`src/rtl/change_dispenser_if.sv`:
```
// Purpose : bundles the change_dispenser control inputs and payout/inventory outputs.
// Ports   : i_* are driven by the sale controller (master), o_* by the dispenser (slave).
// Timing  : plain signal bundle, adds no latency; pulses are single-cycle, no backpressure.
interface change_dispenser_if #(
  parameter int COIN_W = 4
);
  // Controller -> dispenser
  logic              i_start;
  logic [6:0]        i_change;
  logic              i_coin1_p;
  logic              i_coin2_p;
  logic              i_coin5_p;
  logic              i_coin10_p;
  logic              i_refill;
  // Dispenser -> controller / coin hardware
  logic              o_eject1;
  logic              o_eject2;
  logic              o_eject5;
  logic              o_eject10;
  logic              o_busy;
  logic              o_finish;
  logic              o_fail;
  logic [6:0]        o_remaining;
  logic [COIN_W-1:0] o_inv1;
  logic [COIN_W-1:0] o_inv2;
  logic [COIN_W-1:0] o_inv5;
  logic [COIN_W-1:0] o_inv10;

  modport master (
    output i_start, i_change, i_coin1_p, i_coin2_p, i_coin5_p, i_coin10_p, i_refill,
    input  o_eject1, o_eject2, o_eject5, o_eject10, o_busy, o_finish, o_fail,
    input  o_remaining, o_inv1, o_inv2, o_inv5, o_inv10
  );

  modport slave (
    input  i_start, i_change, i_coin1_p, i_coin2_p, i_coin5_p, i_coin10_p, i_refill,
    output o_eject1, o_eject2, o_eject5, o_eject10, o_busy, o_finish, o_fail,
    output o_remaining, o_inv1, o_inv2, o_inv5, o_inv10
  );
endinterface

```
`src/rtl/change_dispenser.sv`:
```
// Purpose : greedy 10/5/2/1 coin payout sequencer with per-denomination inventory.
// Latency : start at cycle t -> first eject at t+2 (finish at t+2 for zero change);
//           each coin takes PULSE_CYCLES high + GAP_CYCLES low + 1 select cycle.
// Backpr. : none; start while busy is ignored, inserts/refill are always accepted.
// Ports   : i_clk, i_rst (sync, active-high); bus (slave modport): start/change,
//           coin insert pulses, refill in; eject strobes, busy, finish, fail,
//           remaining and the four inventory counters out. All outputs registered.
module change_dispenser #(
  parameter int PULSE_CYCLES = 4,
  parameter int GAP_CYCLES   = 2,
  parameter int COIN_W       = 4,
  parameter int INIT_COINS   = 5
) (
  input  logic              i_clk,
  input  logic              i_rst,
  change_dispenser_if.slave bus
);

  localparam logic [1:0] S_IDLE   = 2'd0;
  localparam logic [1:0] S_SELECT = 2'd1;
  localparam logic [1:0] S_PULSE  = 2'd2;
  localparam logic [1:0] S_GAP    = 2'd3;

  localparam int CNT_MAX = (PULSE_CYCLES > GAP_CYCLES) ? PULSE_CYCLES : GAP_CYCLES;
  localparam int CNT_W   = $clog2(CNT_MAX + 1);
  localparam logic [CNT_W-1:0]  P_LAST = CNT_W'(PULSE_CYCLES - 1);
  localparam logic [CNT_W-1:0]  G_LAST = CNT_W'(GAP_CYCLES - 1);
  localparam logic [COIN_W-1:0] INIT_V = COIN_W'(INIT_COINS);
  localparam logic [COIN_W-1:0] MAX_V  = '1;

  // Denomination index: 0 -> 1, 1 -> 2, 2 -> 5, 3 -> 10
  logic [1:0]        r_state;
  logic [CNT_W-1:0]  r_cnt;
  logic [6:0]        r_remaining;
  logic [3:0]        r_eject;
  logic              r_busy;
  logic              r_finish;
  logic              r_fail;
  logic [COIN_W-1:0] r_inv [4];

  logic [3:0] w_sel;
  logic [6:0] w_den;
  logic [3:0] w_dec;
  logic [3:0] w_ins;

  // Greedy pick: largest denomination that fits and is in stock
  always_comb begin
    w_sel = 4'b0000;
    if (r_remaining >= 7'd10 && r_inv[3] != '0)      w_sel = 4'b1000;
    else if (r_remaining >= 7'd5 && r_inv[2] != '0)  w_sel = 4'b0100;
    else if (r_remaining >= 7'd2 && r_inv[1] != '0)  w_sel = 4'b0010;
    else if (r_remaining >= 7'd1 && r_inv[0] != '0)  w_sel = 4'b0001;
  end

  always_comb begin
    w_den = 7'd0;
    if (r_eject[3])      w_den = 7'd10;
    else if (r_eject[2]) w_den = 7'd5;
    else if (r_eject[1]) w_den = 7'd2;
    else if (r_eject[0]) w_den = 7'd1;
  end

  // The coin is accounted for exactly once, on the first cycle of its strobe
  assign w_dec = (r_state == S_PULSE && r_cnt == '0) ? r_eject : 4'b0000;
  assign w_ins = {bus.i_coin10_p, bus.i_coin5_p, bus.i_coin2_p, bus.i_coin1_p};

  always_ff @(posedge i_clk) begin
    if (i_rst) begin
      r_state     <= S_IDLE;
      r_cnt       <= '0;
      r_remaining <= 7'd0;
      r_eject     <= 4'b0000;
      r_busy      <= 1'b0;
      r_finish    <= 1'b0;
      r_fail      <= 1'b0;
    end else begin
      r_finish <= 1'b0;
      r_fail   <= 1'b0;
      case (r_state)
        S_IDLE: begin
          if (bus.i_start) begin
            r_remaining <= bus.i_change;
            r_busy      <= 1'b1;
            r_state     <= S_SELECT;
          end
        end
        S_SELECT: begin
          if (r_remaining == 7'd0) begin
            r_finish <= 1'b1;
            r_busy   <= 1'b0;
            r_state  <= S_IDLE;
          end else if (w_sel == 4'b0000) begin
            // Out of usable coins: abort, keep the amount still owed visible
            r_fail  <= 1'b1;
            r_busy  <= 1'b0;
            r_state <= S_IDLE;
          end else begin
            r_eject <= w_sel;
            r_cnt   <= '0;
            r_state <= S_PULSE;
          end
        end
        S_PULSE: begin
          if (r_cnt == '0) r_remaining <= r_remaining - w_den;
          if (r_cnt == P_LAST) begin
            r_eject <= 4'b0000;
            r_cnt   <= '0;
            r_state <= S_GAP;
          end else begin
            r_cnt <= r_cnt + 1'b1;
          end
        end
        default: begin
          if (r_cnt == G_LAST) begin
            r_cnt   <= '0;
            r_state <= S_SELECT;
          end else begin
            r_cnt <= r_cnt + 1'b1;
          end
        end
      endcase
    end
  end

  // Inventory: refill beats inserts, but a same-cycle eject still removes its coin
  always_ff @(posedge i_clk) begin
    if (i_rst) begin
      for (int i = 0; i < 4; i++) r_inv[i] <= INIT_V;
    end else begin
      for (int i = 0; i < 4; i++) begin
        if (bus.i_refill) begin
          r_inv[i] <= INIT_V - COIN_W'(w_dec[i]);
        end else if (w_ins[i] && !w_dec[i]) begin
          if (r_inv[i] != MAX_V) r_inv[i] <= r_inv[i] + COIN_W'(1);
        end else if (!w_ins[i] && w_dec[i]) begin
          r_inv[i] <= r_inv[i] - COIN_W'(1);
        end
      end
    end
  end

  assign bus.o_eject1    = r_eject[0];
  assign bus.o_eject2    = r_eject[1];
  assign bus.o_eject5    = r_eject[2];
  assign bus.o_eject10   = r_eject[3];
  assign bus.o_busy      = r_busy;
  assign bus.o_finish    = r_finish;
  assign bus.o_fail      = r_fail;
  assign bus.o_remaining = r_remaining;
  assign bus.o_inv1      = r_inv[0];
  assign bus.o_inv2      = r_inv[1];
  assign bus.o_inv5      = r_inv[2];
  assign bus.o_inv10     = r_inv[3];

endmodule

```
`src/flat_wrapper.sv`:
```
// flat-port wrapper written by rule: the top's interface ports become plain ports
module change_dispenser_flat 
#(
  parameter int PULSE_CYCLES = 4,
  parameter int GAP_CYCLES   = 2,
  parameter int COIN_W       = 4,
  parameter int INIT_COINS   = 5
)
  (i_clk, i_rst, bus_i_start, bus_i_change, bus_i_coin1_p, bus_i_coin2_p, bus_i_coin5_p, bus_i_coin10_p, bus_i_refill, bus_o_eject1, bus_o_eject2, bus_o_eject5, bus_o_eject10, bus_o_busy, bus_o_finish, bus_o_fail, bus_o_remaining, bus_o_inv1, bus_o_inv2, bus_o_inv5, bus_o_inv10);
  change_dispenser_if #(.COIN_W(COIN_W)) bus_i ();
  input  logic i_clk;
  input  logic i_rst;
  input wire logic [$bits(bus_i.i_start)-1:0] bus_i_start;
  input wire logic [$bits(bus_i.i_change)-1:0] bus_i_change;
  input wire logic [$bits(bus_i.i_coin1_p)-1:0] bus_i_coin1_p;
  input wire logic [$bits(bus_i.i_coin2_p)-1:0] bus_i_coin2_p;
  input wire logic [$bits(bus_i.i_coin5_p)-1:0] bus_i_coin5_p;
  input wire logic [$bits(bus_i.i_coin10_p)-1:0] bus_i_coin10_p;
  input wire logic [$bits(bus_i.i_refill)-1:0] bus_i_refill;
  output wire logic [$bits(bus_i.o_eject1)-1:0] bus_o_eject1;
  output wire logic [$bits(bus_i.o_eject2)-1:0] bus_o_eject2;
  output wire logic [$bits(bus_i.o_eject5)-1:0] bus_o_eject5;
  output wire logic [$bits(bus_i.o_eject10)-1:0] bus_o_eject10;
  output wire logic [$bits(bus_i.o_busy)-1:0] bus_o_busy;
  output wire logic [$bits(bus_i.o_finish)-1:0] bus_o_finish;
  output wire logic [$bits(bus_i.o_fail)-1:0] bus_o_fail;
  output wire logic [$bits(bus_i.o_remaining)-1:0] bus_o_remaining;
  output wire logic [$bits(bus_i.o_inv1)-1:0] bus_o_inv1;
  output wire logic [$bits(bus_i.o_inv2)-1:0] bus_o_inv2;
  output wire logic [$bits(bus_i.o_inv5)-1:0] bus_o_inv5;
  output wire logic [$bits(bus_i.o_inv10)-1:0] bus_o_inv10;
  assign bus_i.i_start = bus_i_start;
  assign bus_i.i_change = bus_i_change;
  assign bus_i.i_coin1_p = bus_i_coin1_p;
  assign bus_i.i_coin2_p = bus_i_coin2_p;
  assign bus_i.i_coin5_p = bus_i_coin5_p;
  assign bus_i.i_coin10_p = bus_i_coin10_p;
  assign bus_i.i_refill = bus_i_refill;
  assign bus_o_eject1 = bus_i.o_eject1;
  assign bus_o_eject2 = bus_i.o_eject2;
  assign bus_o_eject5 = bus_i.o_eject5;
  assign bus_o_eject10 = bus_i.o_eject10;
  assign bus_o_busy = bus_i.o_busy;
  assign bus_o_finish = bus_i.o_finish;
  assign bus_o_fail = bus_i.o_fail;
  assign bus_o_remaining = bus_i.o_remaining;
  assign bus_o_inv1 = bus_i.o_inv1;
  assign bus_o_inv2 = bus_i.o_inv2;
  assign bus_o_inv5 = bus_i.o_inv5;
  assign bus_o_inv10 = bus_i.o_inv10;
  change_dispenser #(.PULSE_CYCLES(PULSE_CYCLES), .GAP_CYCLES(GAP_CYCLES), .COIN_W(COIN_W), .INIT_COINS(INIT_COINS)) u_core (.i_clk(i_clk), .i_rst(i_rst), .bus(bus_i));
endmodule
```
`config.mk`:
```
export PLATFORM = sky130hd
export DESIGN_NAME = change_dispenser_flat
export DESIGN_NICKNAME = d
export VERILOG_FILES = /design/src/rtl/change_dispenser_if.sv /design/src/rtl/change_dispenser.sv /design/src/flat_wrapper.sv
export SDC_FILE = /design/constraint.sdc
export NUM_CORES = 1
export LEC_CHECK = 0
export ABC_AREA = 1
export BUFFER_PORTS_ARGS = -buffer_cell sky130_fd_sc_hd__buf_2
export CELL_PAD_IN_SITES_DETAIL_PLACEMENT = 1
export CELL_PAD_IN_SITES_GLOBAL_PLACEMENT = 2
export CORE_MARGIN = 1.5
export CORE_UTILIZATION = 34
export DETAILED_ROUTE_END_ITERATION = 10
export PLACE_DENSITY = 0.82
export SLEW_MARGIN = 5
export SYNTH_ARGS = -nofsm -noshare
export SYNTH_HDL_FRONTEND = slang
export SYNTH_SLANG_ARGS = --single-unit
```
`constraint.sdc`:
```
create_clock -name i_clk -period 3.75 [get_ports i_clk]
set_input_delay 0 -clock i_clk [delete_from_list [all_inputs] [get_ports i_clk]]
set_output_delay 0 -clock i_clk [all_outputs]
set_load 0.005 [all_outputs]
```
==> impl_metrics.csv, run 1 <==
group,metric,value,unit
sta,hold_viol,0,
worst_setup_path,worst_ep_required_time,3.97,ns
sta,clock.fmax,0.395,GHz
clock_tree,h-tree-depth,2,
finish,nFillCells,930,
sta,maxSlewHeadroom,65.6,%
finish,drive_above_1_share,21.5,%
power_and_ir_drop,p_leak,0.00132,uW
place,place_hpwl,5470,um
detailed_routing,drc_errors,0,
detailed_routing,ant_nets,0,
sta,worst_slew_pin_slew,0.516,ns
floorplanning,start_util,35.0,%
clock_tree,clockBufferDepth,2,
worst_setup_path,critPathBufInv,5,
floorplanning,core,0.00725,mm^2
clock_tree,clk_latency,0.29,ns
finish,nNetsFinal,416,
sta,fin_crit_sh,67.5,%
detailed_routing,routedWlPerCell,14.3,um
floorplanning,fp.dieArea,0.00799,mm^2
worst_setup_path,critical_path_class,"flop to flop",
yosys,ys_ff_latch,35,
sta,rsz0062_at_grt,"false",
detailed_routing,num_vias,2300,
sta,finalMaxSlewViolations,0,
detailed_routing,routed_wl,6880,um
yosys,synth_edf_count,16,
finish,antenna_cells,0,
clock_tree,cts_root_buffer,"clkbuf_8",
clock_tree,cts_buffers,5,
yosys,syn_inst,334,
yosys,avgSynthCellArea,7.60,um^2
sta,setup_viol,0,
global_route,grt_max_degree,18,
sta,fin_setup_tns,0,ns
yosys,yosys.area.top_type_share,18.9,%
sta,fin_crit,2.53,ns
floorplanning,rows,31,
detailed_routing,vias_per_cell,4.79,
flow_run,max_cap_violations,0,
clock_tree,cts_setup_buffers,0,
finish,syn_to_final_growth,17.8,%
yosys,yosysTopAreaCell,"edfxtp_1",
min_path,hp-class,"input port to flop",
clock_tree,clkSlewWorstSetupHoldPaths,0.08,ns
floorplanning,die_h,89.4,um
power_and_ir_drop,ir_drop,0.276,mV
worst_setup_path,r2r_start,"u_core.r_eject[3]",
global_route,overflow,0,
worst_setup_path,critPathLaunchType,"flop",
yosys,synthArstFlopShare,0,%
worst_setup_path,arrival,2.76,ns
yosys,synth.area.top_cells,"edfxtp_1, dfxtp_1, ha_1",
power_and_ir_drop,p_per_area,671,mW/mm^2
worst_setup_path,worstPathMaxFanout,4,
worst_setup_path,crit_start,"u_core.r_eject[3]",
place,gp_congestion,0.772,
global_route,grt_pass1_vias,2383,
min_path,hold_start,"bus_i_change[2]",
place,port_buffers,44,
sta,skew,0.00580,ns
yosys,synth_cell_types,41,
clock_tree,clock_sinks,35,
worst_setup_path,worstSetupEndpointType,"flop",
yosys,ys.flop_type,"dfxtp_1",
worst_setup_path,crit_family,"adder cells",
floorplanning,die_w,89.4,um
clock_tree,cts_resized,0,
yosys,syn_area,0.00254,mm^2
run_status,status,"finished, final reports clean",
yosys,syn_nets,370,
clock_tree,cts_tree,"done",
worst_setup_path,cp_slowest_cell,"fa_1",
power_and_ir_drop,power,2010,uW
yosys,yosysSeqAreaShare,33.9,%
global_route,grt_usage,18.9,%
detailed_routing,drtIter0Drc,69,
worst_setup_path,cpMostUsedCell,"inv_1",
worst_setup_path,cpPeakStageDelay,0.39,ns
global_route,antenna_found_initial,0,
floorplanning,io_pins,45,
detailed_routing,drt_first_pass_iters,4,
global_route,grt_pass1_wl,11400,um
worst_setup_path,path_cells,"inv_1, nand2_1, o21ai_0, ha_1, inv_1, fa_1, nand2_1, inv_1, o21ai_1, inv_1, or2_1, inv_1, nand2_1, nand3_1, nand2_1, a21oi_1",
yosys,ys_warn_count,0,
==> sequential cells by signal (all words and copies together) (netlist names) <==
name / flops
u_core.bus.o_finish: 1
u_core.r_inv: 16
u_core.r_state: 2
u_core.bus.o_remaining: 7
u_core.r_eject: 4
u_core.bus.o_busy: 1
u_core.bus.o_fail: 1
u_core.r_cnt: 3
==> kinds of logic after synthesis <==
logic type | count (synthesis) | synth area share [%]
and+or+nand+nor | 137 | 26.1
buffers and inverters | 67 | 10.6
AOI/OAI and AO/OA | 59 | 13.5
DFF | 35 | 33.9
adders and majority gates | 21 | 10.6
xor gates and xnor gates | 14 | 4.83
muxes | 1 | 0.444
==> report_power, final <==
part,total (uW),internal (uW),switching (uW)
Combinational,1020,366,654
Clock,419,265,154
Sequential,565,483,82.6
Total,2010,1110,891
==> cells in the mapped netlist, types with 3 or more instances <==
library cell and count:
a21oi_1 16, a21oi_2 4, a31oi_1 3, dfxtp_1 19, edfxtp_1 16, ha_1 20
inv_1 53, inv_2 7, nand2_1 51, nand2_2 7, nand3_1 26, nand4_1 7
nor2_1 31, nor3_1 3, o21ai_0 23, xnor2_1 3, xor2_1 11
==> worst paths after layout <==
path,to,slack [ns],depth (start not counted)
max,u_core.bus.o_remaining[6],1.22,16
min,u_core.bus.o_remaining[2],0.01,3
max reg2reg,u_core.bus.o_remaining[6],1.22,16
min reg2reg,u_core.bus.o_busy,0.48,2
==> cell usage in the layout (no fill, tap or decap), types with 2 or more instances in the layout <==
cell type | synthesis | layout
a211oi_1 | 2 | 2
a21oi_1 | 16 | 16
a21oi_2 | 4 | 4
a31oi_1 | 3 | 3
buf_2 | 0 | 44
bufinv_16 | 0 | 2
clkbuf_8 | 0 | 5
dfxtp_1 | 19 | 19
edfxtp_1 | 16 | 16
ha_1 | 20 | 20
inv_1 | 53 | 53
inv_2 | 7 | 7
nand2_1 | 51 | 51
nand2_2 | 7 | 7
nand3_1 | 26 | 26
nand3_4 | 2 | 2
nand4_1 | 7 | 7
nor2_1 | 31 | 31
nor2_2 | 2 | 2
nor2_4 | 2 | 2
nor3_1 | 3 | 3
nor3_2 | 2 | 2
o211ai_1 | 2 | 2
o21ai_0 | 23 | 23
o21ai_1 | 2 | 2
o22ai_1 | 2 | 2
xnor2_1 | 3 | 3
xor2_1 | 11 | 11
==> per-layer routing <==
metal | vias up | share of wire, % | track usage [%]
met5 | - | 0 | 0
met4 | 0 | 0.55 | 3.78
met3 | 4 | 2.1 | 2.77
met2 | 29 | 48 | 33.4
met1 | 1076 | 49 | 24.4
li1 | 1191 | - | -
==> what timing repair did <==
item	CTS	global route
endpoints found under the hold margin	1	0
hold buffers	1	0
endpoints found under the setup margin	0	0
==> stage by stage <==
stage	hold slack (ns)	worst slack (ns)	utilization [%]	cell area (um^2)	std cells
6_report	0.0103	1.22	41.2	2990	480
4_1_cts	0.00229	1.19	41.2	2990	480
2_1_floorplan	0.160	1.70	-	2540	334
5_1_grt	0.0405	0.924	41.2	2990	480
3_3_place_gp	0.273	1.40	39.2	2840	471
3_5_place_dp	0.290	1.21	39.2	2840	471
==> layout make-up <==
type                            instances  area, um^2  share of cell area [%]
Timing Repair Buffer                   45         230                    7.70
Tap cell                               99         124                    4.14
Clock buffer                            5        68.8                    2.30
Multi-Input combinational cell        232        1410                    47.1
Sequential cell                        35         861                    28.8
Clock inverter                          3        67.6                    2.26
Inverter                               61         231                    7.74
==> tightest hold or removal path, stage by stage <==
cell     delay (ns)
buf_2          0.08
o21ai_0        0.06
a21oi_1        0.13
No activity file was read; power rests on OpenSTA's default activity.
==> run 2, diff against run 1 <==
- CORE_UTILIZATION: 34 -> 29
- PLACE_DENSITY: 0.82 -> 0.74
- clock period: 3.75 -> 2.08 ns (I/O delays scaled with it)
==> impl_metrics.csv, run 2 (synthesis gave the netlist of run 1 again) <==
group,metric,value,unit
power_and_ir_drop,combPwrFrac,56.5,%
place,place_ws,-0.117,ns
finish,seq_area,863,um^2
detailed_routing,drc_errors,0,
sta,fin_crit_sh,96.3,%
worst_setup_path,cpPeakStageDelay,0.34,ns
sta,maxSlewHeadroom,76.8,%
finish,syn_to_final_growth,23.1,%
worst_setup_path,critical_path_class,"flop to flop",
power_and_ir_drop,p_sw_share,44.7,%
floorplanning,start_util,30.4,%
finish,final_cell_mix,"nand2_1, inv_1, buf_2",
place,place_hpwl,5480,um
detailed_routing,vias_per_cell,4.65,
floorplanning,io_pins,45,
detailed_routing,routedWlPerCell,13.7,um
power_and_ir_drop,p_leak,0.00140,uW
worst_setup_path,path_cells,"inv_2, nand2_2, o21ai_2, ha_2, inv_2, fa_2, nand2_2, inv_2, o21ai_2, inv_1, or2_1, inv_2, nand2_1, nand3_1, nand2_1, a21oi_1",
sta,setup_slack,0.0768,ns
place,gp_congestion,0.765,
finish,post-route-util,37.5,%
sta,clock.fmax,0.499,GHz
clock_tree,cts_root_buffer,"clkbuf_8",
power_and_ir_drop,p_seq_share,27.0,%
detailed_routing,drtIter0Drc,64,
clock_tree,cts_buffers,5,
worst_setup_path,critPathLaunchType,"flop",
power_and_ir_drop,ir_drop,0.543,mV
floorplanning,core,0.00834,mm^2
global_route,antenna_found_initial,0,
finish,largest_reg_flops,16,
clock_tree,clkSlewWorstSetupHoldPaths,0.08,ns
sta,hold_viol,0,
sta,fin_setup_tns,0,ns
floorplanning,die_w,96.6,um
clock_tree,clockBufferDepth,2,
finish,nNetsFinal,433,
sta,skew,0.00682,ns
finish,fin_cells,503,
power_and_ir_drop,power.internal,2060,uW
global_route,grt_pass1_vias,2381,
place,dpl.cell_count,493,
worst_setup_path,worstSetupEndpointType,"flop",
finish,top_register,"u_core.r_inv",
global_route,grt_pass1_wl,11100,um
floorplanning,fp.dieArea,0.00932,mm^2
worst_setup_path,worst_ep_required_time,2.30,ns
floorplanning,rows,33,
min_path,hp-class,"input port to flop",
worst_setup_path,arrival,2.23,ns
finish,nFillCells,1047,
worst_setup_path,critPathBufInv,5,
place,port_buffers,44,
finish,drive_above_1_share,28.4,%
detailed_routing,routed_wl,6880,um
floorplanning,die_h,96.6,um
sta,setup_viol,0,
sta,finalMaxSlewViolations,0,
power_and_ir_drop,p_per_area,1190,mW/mm^2
sta,hold-worst-slack,0.0107,ns
clock_tree,h-tree-depth,2,
finish,multiInputGateArea,0.00143,mm^2
sta,rsz0062_at_grt,"true",
power_and_ir_drop,power_switching,1660,uW
clock_tree,cts_tree,"done",
global_route,grt_usage,15.5,%
clock_tree,clock_sinks,35,
clock_tree,clk_latency,0.29,ns
finish,antenna_cells,0,
detailed_routing,drt_first_pass_iters,4,
worst_setup_path,cpMostUsedCell,"inv_2",
sta,worst_slew_pin_slew,0.349,ns
power_and_ir_drop,p_clk_share,16.5,%
run_status,status,"finished, final reports clean",
flow_run,max_cap_violations,0,
global_route,grt_max_degree,17,
sta,fin_crit,2.00,ns
detailed_routing,ant_nets,0,
detailed_routing,num_vias,2339,
worst_setup_path,worstPathMaxFanout,3,
finish,layout.cells.most_common,"nand2_1",
worst_setup_path,cp_slowest_cell,"fa_2",
worst_setup_path,crit_family,"adder cells",
global_route,overflow,0,
## run 2: cell count changes in the layout (fill, tap and decap cells not counted), sizes merged
cell / before / now
bufinv: 2 / 1
clkinvlp: 1 / 0
clkinv: 0 / 2
buf: 44 / 61
## run 2: tightest hold or removal path: cells and delay by family
kind                   cells  cell delay (ns)
buffers and inverters      1             0.07
AO/OA/AOI/OAI              2             0.19
## run 2: metrics by stage
stage | power, uW | instance area, um^2
5_1_grt | 4070 | 3130
2_1_floorplan | 2370 | 2540
3_3_place_gp | 3010 | 2970
4_1_cts | 3740 | 3110
6_report | 3720 | 3130
3_5_place_dp | 3030 | 2970
## run 2: area by class of cell
type / count / area share, %
multi-input combinational: 232 / 45.9
sequential: 35 / 27.6
timing repair buffer: 62 / 11.4
inverter: 61 / 7.41
tap: 105 / 4.20
clock buffer: 5 / 2.20
clock inverter: 3 / 1.24
## run 2: power by group through the flow
stage	registers (uW)	clock network (uW)	logic, uW
after floorplan	1010	0	1360
after global placement	1010	0	2000
after detailed placement	1020	0	2020
after CTS	1010	637	2100
after global routing	1030	659	2380
final	1000	615	2100
## run 2: per-layer routing
layer  part of all wire [%]  vias up  track usage (%)
li1                       -     1223                -
met1                     50     1085             20.6
met2                     47       26             26.1
met3                    2.6        5             2.66
met4                   0.90        0             3.26
met5                      0        -                0
## run 2: repair_timing
action                     4_1_cts  5_1_grt
setup buffers                    1        0
setup endpoints to repair        2        8
resized for setup               13        4
hold buffers                     1        0
pin swaps                        5        5
hold endpoints to repair         1        0
## run 2: final timing paths
| check | startpoint | endpoint | slack, ns | depth (start not counted) |
|---|---|---|---|---|
| worst min register to register | u_core.bus.o_busy | u_core.bus.o_busy | 0.48 | 2 |
| worst min-delay path | bus_i_change[2] | u_core.bus.o_remaining[2] | 0.01 | 3 |
| worst max register to register | u_core.r_eject[3] | u_core.bus.o_remaining[6] | 0.08 | 16 |
| worst max-delay path | u_core.r_eject[3] | u_core.bus.o_remaining[6] | 0.08 | 16 |
